$ cat src/rtl/dlfloat_result_serializer.sv
// Buffers 16-bit DLFloat16 MAC results and emits each one as two bytes on an 8-bit port.
// Latency: a word pushed into an empty idle block shows its first byte one edge later (handshake possible at the 2nd edge).
// Backpressure: byte_ready low stalls byte_out/byte_last; a full FIFO drops res_ready and drops offered words (sticky overflow).
//
// Ports:
//   clk, rst                 single clock, synchronous active-high reset
//   res_valid/res_data       16-bit result word input; res_ready = FIFO not full
//   byte_out/byte_valid      byte stream output; byte_ready from downstream
//   byte_last                marks the second byte of each word
//   level                    FIFO occupancy (the word in the output shadow is not counted)
//   overflow                 sticky flag: a word was offered while full and was dropped
module dlfloat_result_serializer #(
  parameter int unsigned DEPTH     = 4,
  parameter bit          LSB_FIRST = 1'b1
) (
  input  logic                         clk,
  input  logic                         rst,
  input  logic                         res_valid,
  input  logic [15:0]                  res_data,
  output logic                         res_ready,
  output logic [7:0]                   byte_out,
  output logic                         byte_valid,
  input  logic                         byte_ready,
  output logic                         byte_last,
  output logic [$clog2(DEPTH+1)-1:0]   level,
  output logic                         overflow
);

  localparam int unsigned PTR_W = $clog2(DEPTH);
  localparam int unsigned LVL_W = $clog2(DEPTH + 1);
  localparam logic [LVL_W-1:0] LVL_FULL = LVL_W'(DEPTH);

  typedef enum logic [1:0] {
    IDLE  = 2'd0,
    SEND1 = 2'd1,
    SEND2 = 2'd2
  } state_t;

  // Byte ordering within a word.
  function automatic logic [7:0] first_byte(input logic [15:0] w);
    return LSB_FIRST ? w[7:0] : w[15:8];
  endfunction

  function automatic logic [7:0] second_byte(input logic [15:0] w);
    return LSB_FIRST ? w[15:8] : w[7:0];
  endfunction

  // ---------------------------------------------------------------------------
  // State
  // ---------------------------------------------------------------------------
  logic [15:0]      mem_q [DEPTH];
  logic [PTR_W-1:0] wr_ptr_q,     wr_ptr_d;
  logic [PTR_W-1:0] rd_ptr_q,     rd_ptr_d;
  logic [LVL_W-1:0] level_q,      level_d;
  logic             overflow_q,   overflow_d;
  state_t           state_q,      state_d;
  logic [15:0]      shadow_q,     shadow_d;
  logic [7:0]       byte_out_q,   byte_out_d;
  logic             byte_valid_q, byte_valid_d;
  logic             byte_last_q,  byte_last_d;

  logic        fifo_full;
  logic        fifo_empty;
  logic        push;
  logic        pop;
  logic        xfer;
  logic [15:0] head;

  // ---------------------------------------------------------------------------
  // FIFO control
  // ---------------------------------------------------------------------------
  assign fifo_full  = (level_q == LVL_FULL);
  assign fifo_empty = (level_q == '0);
  // Acceptance depends on the current fill only: a pop in the same cycle does
  // not open a slot for a simultaneous push.
  assign push       = res_valid && !fifo_full;
  assign head       = mem_q[rd_ptr_q];
  assign xfer       = byte_valid_q && byte_ready;

  always_comb begin
    wr_ptr_d   = wr_ptr_q;
    rd_ptr_d   = rd_ptr_q;
    level_d    = level_q;
    overflow_d = overflow_q;

    if (res_valid && fifo_full) begin
      overflow_d = 1'b1;
    end
    if (push) begin
      wr_ptr_d = wr_ptr_q + PTR_W'(1);
    end
    if (pop) begin
      rd_ptr_d = rd_ptr_q + PTR_W'(1);
    end

    // Push is blocked when full and pop when empty, so level stays in [0, DEPTH].
    unique case ({push, pop})
      2'b10:   level_d = level_q + LVL_W'(1);
      2'b01:   level_d = level_q - LVL_W'(1);
      default: level_d = level_q;
    endcase
  end

  // ---------------------------------------------------------------------------
  // Output FSM. Outputs are registered: the byte for the next state is computed
  // here and loaded together with the state transition.
  // ---------------------------------------------------------------------------
  always_comb begin
    state_d      = state_q;
    shadow_d     = shadow_q;
    byte_out_d   = byte_out_q;
    byte_valid_d = byte_valid_q;
    byte_last_d  = byte_last_q;
    pop          = 1'b0;

    unique case (state_q)
      IDLE: begin
        if (!fifo_empty) begin
          pop          = 1'b1;
          shadow_d     = head;
          byte_out_d   = first_byte(head);
          byte_valid_d = 1'b1;
          byte_last_d  = 1'b0;
          state_d      = SEND1;
        end
      end

      SEND1: begin
        if (xfer) begin
          byte_out_d  = second_byte(shadow_q);
          byte_last_d = 1'b1;
          state_d     = SEND2;
        end
      end

      SEND2: begin
        if (xfer) begin
          if (!fifo_empty) begin
            // Chain straight into the next word without an idle cycle.
            pop          = 1'b1;
            shadow_d     = head;
            byte_out_d   = first_byte(head);
            byte_valid_d = 1'b1;
            byte_last_d  = 1'b0;
            state_d      = SEND1;
          end else begin
            byte_out_d   = 8'h00;
            byte_valid_d = 1'b0;
            byte_last_d  = 1'b0;
            state_d      = IDLE;
          end
        end
      end

      default: begin
        byte_out_d   = 8'h00;
        byte_valid_d = 1'b0;
        byte_last_d  = 1'b0;
        state_d      = IDLE;
      end
    endcase
  end

  // ---------------------------------------------------------------------------
  // Registers
  // ---------------------------------------------------------------------------
  always_ff @(posedge clk) begin
    if (rst) begin
      wr_ptr_q     <= '0;
      rd_ptr_q     <= '0;
      level_q      <= '0;
      overflow_q   <= 1'b0;
      state_q      <= IDLE;
      shadow_q     <= 16'h0000;
      byte_out_q   <= 8'h00;
      byte_valid_q <= 1'b0;
      byte_last_q  <= 1'b0;
    end else begin
      wr_ptr_q     <= wr_ptr_d;
      rd_ptr_q     <= rd_ptr_d;
      level_q      <= level_d;
      overflow_q   <= overflow_d;
      state_q      <= state_d;
      shadow_q     <= shadow_d;
      byte_out_q   <= byte_out_d;
      byte_valid_q <= byte_valid_d;
      byte_last_q  <= byte_last_d;
    end
  end

  // Storage needs no reset: the pointers guarantee an entry is written before
  // it is ever read, so stale contents cannot leak out after a reset.
  always_ff @(posedge clk) begin
    if (!rst && push) begin
      mem_q[wr_ptr_q] <= res_data;
    end
  end

  // ---------------------------------------------------------------------------
  // Outputs
  // ---------------------------------------------------------------------------
  assign res_ready  = !fifo_full;
  assign byte_out   = byte_out_q;
  assign byte_valid = byte_valid_q;
  assign byte_last  = byte_last_q;
  assign level      = level_q;
  assign overflow   = overflow_q;

endmodule

$ cat config.mk
export PLATFORM = sky130hd
export DESIGN_NAME = dlfloat_result_serializer
export DESIGN_NICKNAME = d
export VERILOG_FILES = /design/src/rtl/dlfloat_result_serializer.sv
export SDC_FILE = /design/constraint.sdc
export NUM_CORES = 1
export LEC_CHECK = 0
export BUFFER_PORTS_ARGS = -buffer_cell sky130_fd_sc_hd__buf_2
export CELL_PAD_IN_SITES_DETAIL_PLACEMENT = 1
export CELL_PAD_IN_SITES_GLOBAL_PLACEMENT = 2
export CORE_ASPECT_RATIO = 2
export CORE_MARGIN = 5
export CORE_UTILIZATION = 40
export CTS_CLUSTER_DIAMETER = 30
export DETAILED_ROUTE_END_ITERATION = 8
export GPL_TIMING_DRIVEN = 0
export PLACE_DENSITY_LB_ADDON = 0.25
export SETUP_SLACK_MARGIN = 0.5
export SLEW_MARGIN = 5
export SYNTH_ARGS = -nofsm -noshare
export SYNTH_HDL_FRONTEND = slang
export SYNTH_SLANG_ARGS = --single-unit
$ cat constraint.sdc
create_clock -name clk -period 3.9 [get_ports clk]
set_clock_uncertainty 0.15 [all_clocks]
set_input_delay 0.39 -clock clk [delete_from_list [all_inputs] [get_ports clk]]
set_output_delay 0.39 -clock clk [all_outputs]
set_load 0.05 [all_outputs]
Yosys cells after proc, flatten, opt, wreduce, memory -nomap -nowiden
Memory sizes are Yosys's and may differ from the RTL's. A register that Yosys moved wholly into a read port is not among the register bits.
Index checks and enable logic that the tools add are counted.
{"block": "word_totals", "ff_bits": 36, "ramBits": 64, "input_bits": 20, "out_inout_bits": 15, "elab_cells": 64, "memories": 1}
{"name": "mem_q", "depth": 4, "width": 16, "rd": 1, "rd_ports_with_merged_regs": 1, "write_ports": 1, "line": "51", "rtl": "logic [15:0] mem_q [DEPTH];"}
{"block": "op_classes", "add_sub_neg": 4, "n_eq_ne": 8, "mux": 28, "bitwise_logic": 1, "n_reduce_logical": 13}
{"cell": "2-to-1 mux 16 bit", "n": 2}
{"cell": "2-to-1 mux 8 bit", "n": 4}
{"cell": "one-hot mux 16 bit (2 select lines)", "n": 1}
{"cell": "one-hot mux 8 bit (3 select lines)", "n": 1}
{"cell": "2-to-1 mux 1 bit", "n": 10}
{"cell": "2-to-1 mux 2 bit", "n": 5}
{"cell": "inequality test 2 bit (second input constant)", "n": 3}
{"cell": "one-hot mux 1 bit (3 select lines)", "n": 2}
{"cell": "one-hot mux 2 bit (3 select lines)", "n": 1}
{"cell": "one-hot mux 3 bit (2 select lines)", "n": 1}
{"cell": "AND reduction 3 bit", "n": 2}
{"cell": "adder 2 x 1 -> 2 bit (second input constant)", "n": 2}
{"cell": "equality test 2 x 1 -> 1 bit (second input constant)", "n": 2}
{"cell": "equality test 2 bit (second input constant)", "n": 2}
{"cell": "logical AND 1 bit", "n": 4}
{"cell": "nonzero test 2 bit", "n": 2}
{"cell": "adder 3 x 1 -> 3 bit (second input constant)", "n": 1}
{"cell": "equality test 3 bit (second input constant)", "n": 1}
{"cell": "logical NOT 3 bit", "n": 1}
{"cell": "subtractor 3 x 1 -> 3 bit (second input constant)", "n": 1}
{"cell": "logical NOT 1 bit", "n": 2}
{"cell": "logical NOT 2 bit", "n": 1}
{"cell": "one-hot mux 1 bit (2 select lines)", "n": 1}
{"cell": "AND reduction 2 bit", "n": 1}
{"cell": "NOT 1 bit", "n": 1}

Depth between registers and ports, before layout
Gate-level depths: netlist of the first run.
{"block": "depth", "depth_word": 6, "ltp_mapped": 9, "depth_no_buf": 8}

Least setup slack after synthesis of the first run
Ideal clock, no wire load.
{"block": "synth_path", "path_type": "register to register", "startpoint": "register level_q[2], in the netlist level[2]", "endpoint": "register level_q[2], in the netlist level[2]", "setup_time_ns": 0.071, "t_arrival_ns": 2.713, "required_ns": 3.679, "path_slack_ns": 0.966, "stages_incl_launch_ff": 9, "synth_period_minus_slack_ns": 2.934, "cell_sequence": "dfxtp_1 -> or3b_2 -> nand2_1 -> ha_1 -> inv_1 -> fa_1 -> xor2_1 -> or3_1 -> a21oi_1"}
{"block": "synth_via", "word_cells_on_any_way": 13, "cone_classes": "add/sub (2); eq/ne (3); mux (4); reduce/logical (4)"}
{"item": "from (decl)", "line": "54", "rtl": "logic [LVL_W-1:0] level_q, level_d;"}
{"item": "from (signal assigned)", "line": "181", "rtl": "level_q <= level_d;"}
{"item": "equality test 3 bit (*)", "line": "72", "rtl": "assign fifo_full = (level_q == LVL_FULL);"}
{"item": "logical NOT 1 bit (*)"}
{"item": "named net res_ready", "line": "20", "rtl": "output logic res_ready,"}
{"item": "logical AND 1 bit (*)", "line": "76", "rtl": "assign push = res_valid && !fifo_full;"}
{"item": "equality test 2 x 1 -> 1 bit or equality test 2 bit (tied branches)", "line": "97", "rtl": "unique case ({push, pop})"}
{"item": "one-hot mux 3 bit (2 select lines) or nonzero test 2 bit (tied branches)"}
The timed path passes the listed nets; every way through them passes the cells marked *.
A chain may end at the register's enable or synchronous reset.

Final worst setup path of the first run
{"block": "layout_path", "startpoint": "register level_q[2], in the netlist level[2]", "endpoint": "register level_q[2], in the netlist level[2]"}
{"block": "layout_via", "elab_chain_cells": 6, "word_cells_on_any_way": 13, "cone_classes": "add/sub (2); eq/ne (3); mux (4); reduce/logical (4)"}
{"item": "logical NOT 3 bit", "line": "73", "rtl": "assign fifo_empty = (level_q == '0);"}
{"item": "2-to-1 mux 1 bit", "line": "118, 138"}
{"item": "2-to-1 mux 1 bit", "line": "137", "rtl": "if (xfer) begin"}
{"item": "one-hot mux 1 bit (2 select lines)", "line": "116", "rtl": "unique case (state_q)"}
{"item": "equality test 2 x 1 -> 1 bit or equality test 2 bit (tied branches)", "line": "97"}
{"item": "one-hot mux 3 bit (2 select lines) or nonzero test 2 bit (tied branches)"}
Several ways; a longest one is shown, not always the timed one.

==> results of run 1 <==
layout make-up:
class,count,share of cell area [%]
inverters,5,0.4418
well taps,102,3.004
multi-input cells,104,24.59
plain buffers,10,1.532
repair buffers,33,3.888
flip-flops and latches,93,58.91
clock inverters,7,2.327
clock buffers,9,5.302
power by group:
| group | switching [mW] | total [mW] | internal [mW] |
|---|---|---|---|
| clock | 0.367 | 0.930 | 0.563 |
| combinational | 0.515 | 0.836 | 0.321 |
| sequential | 0.0782 | 1.29 | 1.21 |
flip-flops by register name, indices dropped and copies added (netlist names), named ones only:
signal and flops:
level 3, mem_q 64, byte_out 8, overflow 1, rd_ptr_q 2, state_q 2
wr_ptr_q 2, shadow_q 8, byte_valid 1
cell usage in the layout (no fill, tap or decap), types with 2 or more instances in the layout:
cell type,instances
a21oi_1,6
inv_1,5
clkbuf_16,9
nand2_1,6
and2_1,4
clkbuf_1,5
xnor2_1,3
nor3_1,2
mux2i_1,8
xor2_1,2
dfxtp_1,29
clkinvlp_4,4
mux4_2,2
nand3b_1,2
bufinv_16,2
ha_1,5
nor2_1,20
buf_2,36
a221o_1,8
mux4_1,14
edfxtp_1,64
nor2b_1,8
final timing paths:
| check | end | slack [ps] |
|---|---|---|
| worst min register to register | byte_out[7]$_SDFFE_PP0P_ | 340 |
| worst min-delay path | mem_q[0][12]$_DFFE_PP_ | 120 |
| worst max-delay path | level[2]$_SDFFE_PP0P_ | 1300 |
| worst max register to register | level[2]$_SDFFE_PP0P_ | 1300 |
metal layers:
metal	GRT usage, %	wire, um	vias up
met5	0	0	-
met4	7.337	156	0
met3	2.850	263	9
met2	25.29	3819	43
met1	12.92	2677	965
li1	-	-	906
logic make-up after synthesis:
group                    after synthesis
AO/OA/AOI/OAI                         19
AND/OR/NAND/NOR                       50
XOR/XNOR                               5
adder cells (fa/ha/maj)                6
buffers and inverters                 15
flip-flops                            93
multiplexers                          24
synth_stat cells, types with 3 or more instances:
master	count
nor2b_1	8
ha_1	5
a21oi_1	6
dfxtp_1	29
buf_2	3
a221o_1	8
clkbuf_1	5
nor2_1	20
edfxtp_1	64
and2_1	4
inv_1	5
mux2i_1	8
xnor2_1	3
mux4_1	14
nand2_1	6
==> results.md, run 1 <==
- Status: finished, final reports clean
- Cell count after synthesis: 212
- CTS max path bufs: 2
- Peak supply drop: roughly 0.34 mV
- Final wirelength: slightly below 7000 um
- DR pass1 iterations: 4
- CP Buf/Inv Count: 1
- Via count: slightly below 2000
- Register area: roughly 2500 sq um
- Fill cells: slightly below 900
- Crit-path max cell delay: about 500 ps
- FFs w/ async S/R, synth: 0%
- Startpoint of the worst hold path: res_data[12]
- Post-CTS setup buffers: 0
- First-pass GRT wire length: approximately 11000 um
- Worst setup startpoint: level[2]$_SDFFE_PP0P_
- Avg Synthesized Cell Area: 17.13 sq um
- Port Buffers: 33
- Pwr dens: about 700 nW/um^2
- WL/cell: ~19 um
- TritonCTS clock tree: built
- CTS Buf Count: 9
- Max-Cap Viols: 0
- Final hold vios: 0
- Synth unique cells: 35
- LEAKAGE: 1.514 nW
- CP Capture Type: flip-flop
- Compound-Gate Fraction of Synth Area: 4.411%
- Gp weighted congestion: around 0.69
- Final min period: 2602 ps
- Pin count of the biggest net entering global routing: 17
- # H-tree levels: 3
- Hold depth: 1
- Area Growth Syn to Fin: 16.99%
- Synth area leader: edfxtp_1
- CP delay by family, top: simple AND/OR/NAND/NOR gates
- Worst slew pin tran: roughly 900 ps
- #FFs+latches synth: 93
- Cell chain of the critical path: or3b_2, nand2_1, ha_1, inv_1, fa_1, xor2_1, or3_1, a21oi_1
- WHS: about 120 ps
- GRT Total Usage: a little over an eighth
- Final setup violation count: 0
- Slowest-stage cell, CP: or3b_2
- Post-Synth Simple-Gate Area: approximately 7.3%
- Final setup margin: 1298 ps
- Residual DRC: 0
- Clk slew on worst S/H paths: roughly 60 ps
- Adder and majority gate portion of the synthesized area: about 2.3%
- Largest family of logic cells by synthesized area: multiplexers
- Root Buffer Master: clkbuf_16
- Hold_buf cts: 0
- Max Freq: 384.2 MHz
- Number of flops mapped to enable cells by yosys: 64
- Inst Count DP: 347
- Post-route insts no fill: between 300 and 400
- Pwr Total: between 3 and 4 mW
- Dpl hpwl: 4981 um
- Grt ovf: 0
- Area of the mapped netlist: roughly 3600 sq um
- Antenna-violating nets left: 0
- Initial drt markers: about 120
- Setup TNS: 0 ps
- Final Max Tran Viols: 0
- Startpoint type of the worst setup path: flip-flop
- Row Count: 49
- Cell area after layout: roughly 4200 sq um
- Dpl ws: approximately 1200 ps
- Post-synthesis mux area share: 13.58%
- Clk Latency, worst-skew pair: ~340 ps
- Fin util: between 40% and 50%
- Tcrit/Tclk final: approximately two thirds
- Clock Sinks: between 90 and 100
- Chip Width: approximately 77 um
- Die height: approximately 140 um
- Area share of the largest cell type after synthesis: approximately 53%
- Worst Path Arrival: between 2000 and 3000 ps
- Slew margin rel.: 40.68%
- Die area: 11200 sq um
- Unrepaired setup endpoints after global routing: no
- Mapped Nets: ~240
- Vias per cell: ~5.3
- Critical path depth in cells: 8
- Post-CTS resize count: 0
- Worst Path Required: 4010 ps
- Area of the multi-input gates: roughly 1000 sq um
- Top cells by area, synth: edfxtp_1 (53%), dfxtp_1 (16%), mux4_1 (10%), a221o_1 (2.2%), mux2i_1 (2.2%)
- Initial Utilization: approximately 41%
- Ports: 35
- Worst Reg2Reg Path Length in Cells: 8
- Warnings, synthesis: 0
- Final Net Count: 282
- Xor-xnor portion of the synthesized cell area: 1.206%
- Vias in the first global route: 2149
- Register area share after synthesis: around 69%
- Share of layout cells above drive strength 1: a little under a quarter
- Initial antenna violation count: 0
- Antenna diode count: 0
- Core footprint: roughly 9000 sq um
- Top FF cell, synth: edfxtp_1
- CP max FO: 6
- RR Startpoint: level[2]$_SDFFE_PP0P_
- Worst setup path class: reg2reg
- Placement Cell Area: roughly 4000 sq um
- Hold WC Path Type: in2reg
Note: power is estimated with default switching activity, not from simulation.
==> run 2: changes to the inputs <==
==> constraint.sdc (replaced) <==
create_clock -name clk -period 2.4 [get_ports clk]
set_clock_uncertainty 0.15 [all_clocks]
set_input_delay 0.24 -clock clk [delete_from_list [all_inputs] [get_ports clk]]
set_output_delay 0.24 -clock clk [all_outputs]
set_load 0.05 [all_outputs]
==> run 2 against run 1 <==
  * Non-clock buffer count increased by 27
  * Hold slack got worse by 45 ps
  * Critical path depth unchanged
  * Critical endpoint unchanged
  * Largest cell class unchanged
==> results.md, run 2 (synthesized netlist as in run 1, its figures left out) <==
- Biggest register: mem_q
- Antenna diode count: 0 (unchanged)
- # H-tree levels: 3 (unchanged)
- Setup TNS: 0 ps (unchanged)
- Slew margin rel.: 43.46% (+2.8 points)
- Antenna-violating nets left: 0 (unchanged)
- DR pass1 iterations: 4 (unchanged)
- Die area: 11200 sq um (unchanged)
- Max Freq: 464.1 MHz (+21%)
- Hold endpoint: wr_ptr_q[1]$_SDFFE_PP0P_
- Status: finished, final reports clean
- Hold depth: 3 (+2)
- Clk Latency, worst-skew pair: 340 ps (about the same)
- Register area: 2521 sq um (+0.75%)
- Cell Int Power: 3.452 mW (+65%)
- CTS max path bufs: 2 (unchanged)
- Net switching fraction of the power: 32.43% (+0.99 points)
- WL/cell: 19.23 um (+0.93%)
- Peak supply drop: 0.6948 mV (+100%)
- GRT Total Usage: 14.27% (+1.0 points)
- Ports: 35 (unchanged)
- Comb power frac: 30.3% (+2.9 points)
- Hold WC Path Type: in2reg
- Unrepaired setup endpoints after global routing: yes
- Row Count: 49 (unchanged)
- Area Growth Syn to Fin: 26.46%
- Startpoint type of the worst setup path: flip-flop
- Initial antenna violation count: 0 (unchanged)
- WHS: 71.78 ps (-44.67 ps)
- Worst Path Arrival: 2270 ps (-440 ps)
- CTS Buf Count: 9 (unchanged)
- First-pass GRT wire length: 11990 um (+8.6%)
- Final setup margin: 245.2 ps (-1052 ps)
- Via count: 2056 (+6.9%)
- Final min period: 2155 ps (-447.7 ps)
- Clk pwr share: 28.3% (-2.1 points)
- CP max FO: 3 (-3)
- Pin count of the biggest net entering global routing: 18 (+1)
- TritonCTS clock tree: built
- Final Max Tran Viols: 0 (unchanged)
- Die height: 144.7 um (unchanged)
- Dpl ws: -41.12 ps (-1285 ps)
- Sw power: 1.656 mW (+73%)
- RR Endpoint: level[2]$_SDFFE_PP0P_
- RR Startpoint: level[2]$_SDFFE_PP0P_
- Area of the multi-input gates: 1124 sq um (+7.5%)
- Reg power frac: 41.4% (-0.8 points)
- Worst slew pin tran: 846.0 ps (-43.79 ps)
- Gp weighted congestion: 0.7301 (+6.5%)
- Vias in the first global route: 2259 (+5.1%)
- Initial Utilization: 40.56% (unchanged)
- Max FFs per register: 64 (unchanged)
- Chip Width: 77.37 um (unchanged)
- Core footprint: 8951 sq um (unchanged)
- Flop2flop setup slack: 250 ps (-1050 ps)
- Tcrit/Tclk final: 89.78% (+23 points)
- LEAKAGE: 1.673 nW (+10%)
- CP Capture Type: flip-flop
- Most common cell after layout, fill and taps aside: edfxtp_1
- Final Net Count: 311 (+10%)
- Most frequent cells in the layout: edfxtp_1 (64), buf_2 (34), dfxtp_1 (24)
- Share of layout cells above drive strength 1: 31.72% (+8.7 points)
- Initial drt markers: 75 (-38%)
- Max-Cap Viols: 0 (unchanged)
- Worst setup path class: reg2reg
- Worst Path Required: 2510 ps (-1500 ps)
- Clk slew on worst S/H paths: 70 ps (about the same)
- Vias per cell: 5.245 (-0.99%)
- Final wirelength: 7539 um (+9.0%)
- Pwr dens: 1112 nW/um^2 (+55%)
- Residual DRC: 0 (unchanged)
- Fill cells: 867 (+0.12%)
- Grt ovf: 0 (unchanged)
- Root Buffer Master: clkbuf_16
- Clock Sinks: 93 (unchanged)
- Final setup violation count: 0 (unchanged)
- Port Buffers: 33 (unchanged)
- Final hold vios: 0 (unchanged)
- Startpoint of the worst hold path: res_valid
- Worst Reg2Reg Path Length in Cells: 8 (unchanged)
- Dpl hpwl: 4930 um (-1.0%)
-- run 2: cell types whose count changed in the layout (fill, tap and decap cells not counted), sizes merged --
cell | previous run | this run
bufinv | 2 | 1
buf | 38 | 49
inv | 6 | 8
dlygate4sd3 | 0 | 16
and2 | 4 | 6
clkinv | 0 | 1
clkinvlp | 4 | 2
-- run 2: how the worst max path moves through the flow --
stage | cells past startpoint | from | slack [ps] | endpoint
2_1_floorplan | 8 | level[2]$_SDFFE_PP0P_ | 60 | level[2]$_SDFFE_PP0P_
3_3_place_gp | 9 | state_q[0]$_SDFFE_PP0P_ | -20 | level[2]$_SDFFE_PP0P_
3_5_place_dp | 9 | state_q[0]$_SDFFE_PP0P_ | -40 | level[2]$_SDFFE_PP0P_
4_1_cts | 8 | level[1]$_SDFFE_PP0P_ | 220 | level[2]$_SDFFE_PP0P_
5_1_grt | 9 | state_q[1]$_SDFFE_PP0P_ | 160 | level[2]$_SDFFE_PP0P_
6_report | 8 | level[2]$_SDFFE_PP0P_ | 250 | level[2]$_SDFFE_PP0P_
-- run 2: timing repair --
action | in CTS | in global routing
gates resized for setup | 9 | 9
pin swaps | 4 | 7
endpoints found under the hold margin | 64 | 0
endpoints found under the setup margin | 76 | 69
buffers inserted | 7 | 4
cloned | 0 | 2
hold buffers | 16 | 0
-- run 2: routing by layer --
metal / track usage, % / wire [um] / vias to the layer above
met5: 0 / 0 / -
met4: 5.707 / 123 / 0
met3: 3.779 / 274 / 10
met2: 27.07 / 4361 / 38
met1: 14.56 / 2780 / 1042
li1: - / - / 966
-- run 2: cell type report --
cell class	count	share of cell area (%)
plain buffers	10	1.580
clock buffers	9	4.905
clock inverters	7	1.744
inverters	5	0.4087
multi-input cells	106	24.47
flip-flops and latches	93	54.90
well taps	102	2.779
repair buffers	60	9.210
-- run 2: per-stage QoR --
step	area, sq um	cells	power, mW	util (%)
4_1_cts	4521	386	5.119	50.50
3_5_place_dp	3970	347	3.573	44.35
5_1_grt	4592	392	5.377	51.30
6_report	4592	392	5.108	51.30
2_1_floorplan	3677	212	3.198	-
3_3_place_gp	3970	347	3.545	44.35
-- run 2: power groups by stage --
stage | clock network (mW) | registers, mW | logic (mW)
floorplan | 0 | 2.41 | 0.792
global placement | 0 | 2.14 | 1.41
detailed placement | 0 | 2.15 | 1.42
CTS | 1.48 | 2.12 | 1.52
global route | 1.55 | 2.15 | 1.68
finish | 1.45 | 2.11 | 1.55
-- run 2: critical path: stages (launching register included) --
cell and delay [ps]:
dfxtp_4 370, or3b_4 410, nand2_4 90, ha_4 130
inv_2 30, fa_2 320, xor2_1 150, or3_1 300
a21oi_1 120
